## src/rtl/s4_maxpool_writer_if.sv

```systemverilog
// Port bundle for the S4 max-pool writer: C3 pixel stream in, F4 write port out.
// c3 handshake: a pixel transfers on a rising edge where c3_valid && c3_ready; c3_data is held by the source while c3_valid is high and unaccepted.
interface s4_maxpool_writer_if #(
  parameter int DW = 16,
  parameter int CH = 16,
  parameter int AW = 7
);
  logic               start;
  logic               c3_valid;
  logic               c3_ready;
  logic [CH*DW-1:0]   c3_data;
  logic               f4_wr_en;
  logic [AW-1:0]      f4_waddr;
  logic [CH*DW-1:0]   f4_wdata;
  logic               busy;
  logic               done;
  logic [1:0]         dbg_state;

  modport master (
    output start, c3_valid, c3_data,
    input  c3_ready, f4_wr_en, f4_waddr, f4_wdata, busy, done, dbg_state
  );

  modport slave (
    input  start, c3_valid, c3_data,
    output c3_ready, f4_wr_en, f4_waddr, f4_wdata, busy, done, dbg_state
  );
endinterface

```

## src/rtl/s4_maxpool_writer.sv

```systemverilog
// 2x2 stride-2 max pooling over a raster C3 stream, writing one pooled
// 16-lane word per output pixel into the F4 RAM write port.
module s4_maxpool_writer #(
  parameter int DW   = 16,
  parameter int CH   = 16,
  parameter int IN_W = 10,
  parameter int IN_H = 10,
  parameter int AW   = 7
) (
  input  logic              clk,
  input  logic              rst_n,
  s4_maxpool_writer_if.slave bus
);
  localparam int LW   = CH * DW;
  localparam int CW   = $clog2(IN_W);
  localparam int RW   = $clog2(IN_H);
  localparam int NOUT = IN_W * IN_H / 4;

  typedef enum logic [1:0] {
    S_IDLE = 2'd0,
    S_RUN  = 2'd1,
    S_DONE = 2'd2
  } state_t;

  state_t          r_state;
  logic [CW-1:0]   r_col;
  logic [RW-1:0]   r_row;
  logic [AW-1:0]   r_cnt;
  logic [LW-1:0]   r_hreg;
  logic [LW-1:0]   r_linebuf [IN_W/2];
  logic            r_ready;
  logic            r_busy;
  logic            r_done;
  logic            r_wr_en;
  logic [AW-1:0]   r_waddr;
  logic [LW-1:0]   r_wdata;

  logic            w_acc;
  logic            w_last_col;
  logic            w_last_px;
  logic [LW-1:0]   w_hmax;
  logic [LW-1:0]   w_pool;

  function automatic logic [LW-1:0] lane_max(input logic [LW-1:0] a, input logic [LW-1:0] b);
    logic [LW-1:0] res;
    res = '0;
    for (int k = 0; k < CH; k++) begin
      res[k*DW +: DW] = ($signed(a[k*DW +: DW]) > $signed(b[k*DW +: DW])) ? a[k*DW +: DW] : b[k*DW +: DW];
    end
    return res;
  endfunction

  assign w_acc      = bus.c3_valid && r_ready;
  assign w_last_col = (r_col == CW'(IN_W - 1));
  assign w_last_px  = w_last_col && (r_row == RW'(IN_H - 1));

  always_comb begin
    w_hmax = lane_max(r_hreg, bus.c3_data);
    w_pool = lane_max(r_linebuf[r_col[CW-1:1]], w_hmax);
  end

  always_ff @(posedge clk or negedge rst_n) begin
    if (!rst_n) begin
      r_state <= S_IDLE;
      r_col   <= '0;
      r_row   <= '0;
      r_cnt   <= '0;
      r_hreg  <= '0;
      r_ready <= 1'b0;
      r_busy  <= 1'b0;
      r_done  <= 1'b0;
      r_wr_en <= 1'b0;
      r_waddr <= '0;
      r_wdata <= '0;
    end else begin
      r_wr_en <= 1'b0;
      r_done  <= 1'b0;
      case (r_state)
        S_IDLE: begin
          if (bus.start) begin
            r_state <= S_RUN;
            r_ready <= 1'b1;
            r_busy  <= 1'b1;
            r_col   <= '0;
            r_row   <= '0;
            r_cnt   <= '0;
          end
        end
        S_RUN: begin
          if (w_acc) begin
            if (!r_col[0]) begin
              r_hreg <= bus.c3_data;
            end else if (r_row[0]) begin
              r_wr_en <= 1'b1;
              r_wdata <= w_pool;
              r_waddr <= r_cnt;
              r_cnt   <= r_cnt + AW'(1);
            end
            if (w_last_col) begin
              r_col <= '0;
              r_row <= r_row + RW'(1);
            end else begin
              r_col <= r_col + CW'(1);
            end
            // Input closes as soon as the final pixel is taken; the last write drains next cycle.
            if (w_last_px) r_ready <= 1'b0;
          end
          if (r_wr_en && (r_waddr == AW'(NOUT - 1))) begin
            r_state <= S_DONE;
            r_busy  <= 1'b0;
            r_done  <= 1'b1;
          end
        end
        S_DONE: r_state <= S_IDLE;
        default: r_state <= S_IDLE;
      endcase
    end
  end

  // Line buffer holds even-row horizontal maxima; its content needs no reset.
  always_ff @(posedge clk) begin
    if (w_acc && r_col[0] && !r_row[0]) begin
      r_linebuf[r_col[CW-1:1]] <= w_hmax;
    end
  end

  assign bus.c3_ready  = r_ready;
  assign bus.busy      = r_busy;
  assign bus.done      = r_done;
  assign bus.f4_wr_en  = r_wr_en;
  assign bus.f4_waddr  = r_waddr;
  assign bus.f4_wdata  = r_wdata;
  assign bus.dbg_state = r_state;
endmodule
```

## src/flat_wrapper.sv

```systemverilog
// flat-port wrapper written by rule: the top's interface ports become plain ports
module s4_maxpool_writer_flat 
#(
  parameter int DW   = 16,
  parameter int CH   = 16,
  parameter int IN_W = 10,
  parameter int IN_H = 10,
  parameter int AW   = 7
)
  (clk, rst_n, bus_start, bus_c3_valid, bus_c3_data, bus_c3_ready, bus_f4_wr_en, bus_f4_waddr, bus_f4_wdata, bus_busy, bus_done, bus_dbg_state);
  s4_maxpool_writer_if #(.DW(DW), .CH(CH), .AW(AW)) bus_i ();
  input  logic clk;
  input  logic rst_n;
  input wire logic [$bits(bus_i.start)-1:0] bus_start;
  input wire logic [$bits(bus_i.c3_valid)-1:0] bus_c3_valid;
  input wire logic [$bits(bus_i.c3_data)-1:0] bus_c3_data;
  output wire logic [$bits(bus_i.c3_ready)-1:0] bus_c3_ready;
  output wire logic [$bits(bus_i.f4_wr_en)-1:0] bus_f4_wr_en;
  output wire logic [$bits(bus_i.f4_waddr)-1:0] bus_f4_waddr;
  output wire logic [$bits(bus_i.f4_wdata)-1:0] bus_f4_wdata;
  output wire logic [$bits(bus_i.busy)-1:0] bus_busy;
  output wire logic [$bits(bus_i.done)-1:0] bus_done;
  output wire logic [$bits(bus_i.dbg_state)-1:0] bus_dbg_state;
  assign bus_i.start = bus_start;
  assign bus_i.c3_valid = bus_c3_valid;
  assign bus_i.c3_data = bus_c3_data;
  assign bus_c3_ready = bus_i.c3_ready;
  assign bus_f4_wr_en = bus_i.f4_wr_en;
  assign bus_f4_waddr = bus_i.f4_waddr;
  assign bus_f4_wdata = bus_i.f4_wdata;
  assign bus_busy = bus_i.busy;
  assign bus_done = bus_i.done;
  assign bus_dbg_state = bus_i.dbg_state;
  s4_maxpool_writer #(.DW(DW), .CH(CH), .IN_W(IN_W), .IN_H(IN_H), .AW(AW)) u_core (.clk(clk), .rst_n(rst_n), .bus(bus_i));
endmodule
```

## config.mk

```make
export PLATFORM = sky130hd
export DESIGN_NAME = s4_maxpool_writer_flat
export DESIGN_NICKNAME = d
export VERILOG_FILES = /design/src/rtl/s4_maxpool_writer_if.sv /design/src/rtl/s4_maxpool_writer.sv /design/src/flat_wrapper.sv
export SDC_FILE = /design/constraint.sdc
export NUM_CORES = 2
export LEC_CHECK = 0
export ABC_AREA = 1
export BUFFER_PORTS_ARGS = -buffer_cell sky130_fd_sc_hd__buf_4
export CORE_AREA = 2 2 435 437
export CTS_BUF_LIST = sky130_fd_sc_hd__clkbuf_2
export CTS_CLUSTER_SIZE = 30
export DETAILED_ROUTE_END_ITERATION = 6
export DIE_AREA = 0 0 437 439
export PLACE_DENSITY_LB_ADDON = 0.3
export SLEW_MARGIN = 5
export SYNTH_ARGS = -nofsm -noshare
export SYNTH_HDL_FRONTEND = slang
export SYNTH_SLANG_ARGS = --single-unit
```

## constraint.sdc

```tcl
create_clock -name clk -period 29.2 [get_ports clk]
set_input_delay 2.92 -clock clk [delete_from_list [all_inputs] [get_ports clk]]
set_output_delay 2.92 -clock clk [all_outputs]
set_load 0.05 [all_outputs]
```

Yosys cells after proc, flatten, opt, wreduce, memory -nomap -nowiden:

Memories as Yosys holds them, arrays and structs flattened.
Cells that the tools add are included.

* register bits: 540
* RAM bits: 1280
* logic and storage cells: 136
* memories kept: 1

Memories
* u_core.r_linebuf: words 5, width 256, rd ports 1, clocked after Yosys merged registers in 0, wr ports 1, RTL line s4_maxpool_writer.sv:30 `logic [LW-1:0] r_linebuf [IN_W/2];`

* add/sub/neg operators: 3
* magnitude comparators: 32
* equality and inequality tests: 11
* multiplexer cells: 61
* bitwise gates (word level): 1
* reductions and logical operators: 16

Operators with widths (count)
* $gt A16 B16 Y1: 32
* $mux W16: 32
* $mux W7: 4
* $mux W4: 5
* $pmux W4 S2: 2
* $pmux W7 S2: 1
* $mux W1: 12
* $ne A2 B1 Y1 const B: 6
* $reduce_and A4 Y1: 3
* $reduce_and A3 Y1: 3
* $add A4 B1 Y4 const B: 2
* $eq A4 B4 Y1 const B: 2
* $add A7 B1 Y7 const B: 1
* $eq A7 B5 Y1 const B: 1
* $logic_and A1 B1 Y1: 5
* $reduce_and A5 Y1: 1
* $mux W2: 2
* $pmux W1 S2: 2
* $pmux W2 S2: 1
* $eq A2 B1 Y1 const B: 1
* $logic_not A2 Y1: 1
* $ne A2 B2 Y1 const B: 1
* $reduce_and A2 Y1: 1
* $reduce_bool A2 Y1: 1
* 2 further kinds: 2

Longest topological paths before layout:

* word-level depth: 5
* mapped depth: 32

Least setup slack after synthesis:

Ideal clock, no wire load.

* kind: input to register
* from: in bus_c3_valid
* to: mem u_core.r_linebuf[1][0] (netlist bit) (enable)
* data arrival time: 27270 ps
* slack: 430 ps
* stages on the path: 4
* path buffers: 0
* path through: nand2_1 inv_1 nand3_1 nor4_1

* word-level cells in the longest chain between the ends: 5

Ends and longest elaborated chain
* from (decl): RTL line flat_wrapper.sv:15 `input wire logic [$bits(bus_i.c3_valid)-1:0] bus_c3_valid;`
* $logic_and A1 B1 Y1: RTL line s4_maxpool_writer.sv:53 `assign w_acc = bus.c3_valid && r_ready;`
* $logic_and A1 B1 Y1 (2 in a row): RTL line s4_maxpool_writer.sv:122 `if (w_acc && r_col[0] && !r_row[0]) begin`
* $mux W1: RTL line s4_maxpool_writer.sv:122
* $mux W1 (not written as such): RTL line s4_maxpool_writer.sv:123 `r_linebuf[r_col[CW-1:1]] <= w_hmax;`
* to (decl): RTL line s4_maxpool_writer.sv:30

Every way passes these cells.

Worst setup path after layout:

* from: reg u_core.r_col[3]
* to: reg u_core.r_wdata[140] (netlist: u_core.bus.f4_wdata[140])

* word-level cells in the longest chain between the ends: 3

Ends and longest elaborated chain
* from (decl): RTL line s4_maxpool_writer.sv:26 `logic [CW-1:0] r_col;`
* from (signal assigned): RTL line s4_maxpool_writer.sv:103 `r_col <= r_col + CW'(1);`
* $mem_v2 Z5 W256 (*)
* $gt A16 B16 Y1: RTL line s4_maxpool_writer.sv:48 `res[k*DW +: DW] = ($signed(a[k*DW +: DW]) > $signed(b[k*DW +: DW])) ? a[k*DW +: DW] : b[k*DW +: DW];`
* $mux W16 (*): RTL line s4_maxpool_writer.sv:48
* to (signal assigned): RTL line s4_maxpool_writer.sv:95 `r_wdata <= w_pool;`
* to (decl): RTL line s4_maxpool_writer.sv:36 `logic [LW-1:0] r_wdata;`

Every way passes the cells marked *; elsewhere a longest branch is shown, timed or not.
A chain may end at the register's enable or synchronous reset.

==> impl_metrics.yaml <==
min_path:
  hp-class: "reg2reg"
timing:
  hold_viol_final: 0
  worst_pin_slew_ns: 1.25
  fin_crit_ns: 6.90
  drv_slew: 0
  slew_headroom: 0.169
  fin_crit_sh: 0.236
  rsz0062_at_grt: "no"
  setup_viol: 0
  fin_skew_ns: 0.191
  max_freq_ghz: 0.145
  tns_ns: 0
setup_path:
  path_max_fanout: 103
  endpoint_kind: "flip-flop"
  crit_required_ns: 31.01
  critPathKind: "reg2reg"
  worstPathArrival_ns: 8.71
  cp-start-kind: "flip-flop"
clock_tree:
  cts_buffers: 470
  cts.reportedPaths.clkPinSlew_ns: 0.13
  holdBufCountCts: 0
  clk_path_buf_depth: 4
  clock_latency_ns: 1.97
  root_buffer: "clkbuf_2"
  post_cts_buffers: 0
  h-tree-depth: 5
  cts_tree: "done"
  numClockSinks: 1820
  post_cts_resized: 0
die:
  die_w_um: 437
  num_io_pins: 529
  row_count: 159
  die_area_sq_um: 192000
  core_area_sq_um: 187000
  start_util: 0.497
  chipHeight_um: 439
placed_design:
  globalplace.congestion: 0.895
  post_dp_cell_area_sq_um: 98600
  dp_cells: 12800
  portBuffers: 528
  hpwl_um: 158000
drt:
  firstDrtPassIters: 7
  viasPerCell: 5.30
  drc: 0
  drt-initial-drc-count: 5742
  wl_um: 251000
  vias: 72600
  avgRoutedWirePerCell_um: 18.3
  ant_nets: 0
outcome:
  status: "complete, no violations"
synth:
  ys_seq_elements: 1820
  netlist_instances: 10200
  avgSynthCellArea_sq_um: 9.15
  yosysSeqAreaShare: 0.559
  ys_warn_count: 0
  syn_area_sq_um: 92900
  ys_types: 46
  synth_nets: 10900
finish:
  finalNonFillerCells: 13700
  area_growth_pct: 10.7
  nNetsFinal: 11600
  final_common_cell: "nand2_1"
  most-common-layout-cells: "nand2_1 (3488), inv_1 (1345), edfxtp_1 (1280)"
  final_util: 0.550
  postLayoutCellArea_sq_um: 103000
  drive_gt1_frac: 0.142
global_routing:
  grt_pass1_vias: 71900
  grt_overflow: 0
  grt_max_degree: 148
  antenna_found_initial: 21
  globalRouteTotalUtil: 0.258
  grt_pass1_wl_um: 392000
flow_run:
  cap_violations: 0
pwr:
  ir_drop_mv: 0.0274
  power_density_nw_per_um2: 46.4
  leakagePower_uw: 0.0496
==> critical path, stage by stage, from the launching register on <==
cell     delay [ns]
dfrtp_4        0.77
nor2_8         0.50
nand2_8        0.33
inv_8          0.71
buf_4          0.96
buf_4          0.79
nand2_1        0.11
nand3_1        0.12
nor2_1         0.06
inv_1          0.05
ha_1           0.13
nand2_1        0.08
inv_1          0.06
nand3_1        0.10
nor3b_2        0.31
nand3_1        0.67
nand3_2        0.64
nand3_1        0.15
nand2_1        0.11
nand2_1        0.05
==> final cells by class <==
class	count	area, sq um
fill	16700	84100
sequential	1820	52000
multi-input combinational	6557	33800
inverter	1374	5190
timing repair buffer	586	4490
clock buffer	703	3520
tap	2495	3120
clock inverter	143	743
antenna	21	52.6
==> registers in the layout, summed over array words and instances (netlist names) <==
name,cells
u_core.bus.f4_wdata,256
u_core.r_col,4
u_core.bus.c3_ready,1
u_core.bus.busy,1
u_core.r_hreg,256
u_core.r_linebuf,1280
u_core.bus.f4_waddr,7
u_core.r_row,4
u_core.r_cnt,7
u_core.bus.done,1
u_core.bus.dbg_state,2
u_core.bus.f4_wr_en,1
==> report_power, final <==
part | internal (uW) | switching [uW] | leakage (uW)
registers | 2760 | 0 | 0.0175
logic | 79.5 | 176 | 0.0289
clock network | 696 | 1060 | 0.00327
==> cell families after synthesis <==
family	count (synthesis)	share of synthesized area
and+or+nand+nor	5450	0.258
xor gates and xnor gates	1	0.0000943
DFF	1820	0.559
AOI/OAI and AO/OA	591	0.0358
buffers and inverters	1779	0.0777
adders and majority gates	515	0.0694
==> Yosys cell counts (all sizes together) <==
cell	count	area share
clkbuf	144	0.0058
a211oi	17	0.0022
a21oi	214	0.012
o21ai	291	0.016
o21a	4	0.00032
nand4	445	0.030
a22o	1	0.000094
nor2	467	0.020
inv	1354	0.055
xor2	1	0.000094
o31ai	1	0.000081
or2	1	0.000067
a21boi	2	0.00016
edfxtp	1280	0.41
ha	515	0.069
clkinv	20	0.00081
o21bai	7	0.00057
dfrtp	540	0.15
a21o	22	0.0018
nor4	33	0.0034
nand2	3561	0.15
buf	261	0.016
nand3	840	0.049
nor3	100	0.0087
nor3b	3	0.00030
a32o	32	0.0034
==> metrics by stage <==
stage	hold WS (ns)	power, uW	setup slack, ns
2_1_floorplan	0.479	2970	0.430
3_3_place_gp	0.464	3070	21.45
3_5_place_dp	0.467	3080	21.38
4_1_cts	0.491	4830	22.34
5_1_grt	0.502	4990	21.98
6_report	0.486	4780	22.30
==> routing by layer <==
metal	part of all wire	track usage	vias to the layer above
li1	-	-	35100
met1	0.41	0.322	34500
met2	0.49	0.433	2540
met3	0.060	0.0416	561
met4	0.045	0.132	0
met5	0	0	-
==> final timing paths <==
check                      slack (ns)                        to                startpoint  cells past startpoint
max                             22.30  u_core.bus.f4_wdata[140]           u_core.r_col[3]                     19
min                              0.49  u_core.bus.f4_wdata[158]  u_core.bus.f4_wdata[158]                      2
max reg2reg                     22.30  u_core.bus.f4_wdata[140]           u_core.r_col[3]                     19
min reg2reg                      0.49  u_core.bus.f4_wdata[158]  u_core.bus.f4_wdata[158]                      2
max in group asynchronous       25.17        u_core.r_hreg[128]                     rst_n                      4
min in group asynchronous        1.03  u_core.bus.f4_wdata[208]                     rst_n                      1
No activity file was read; power rests on OpenSTA's default activity.
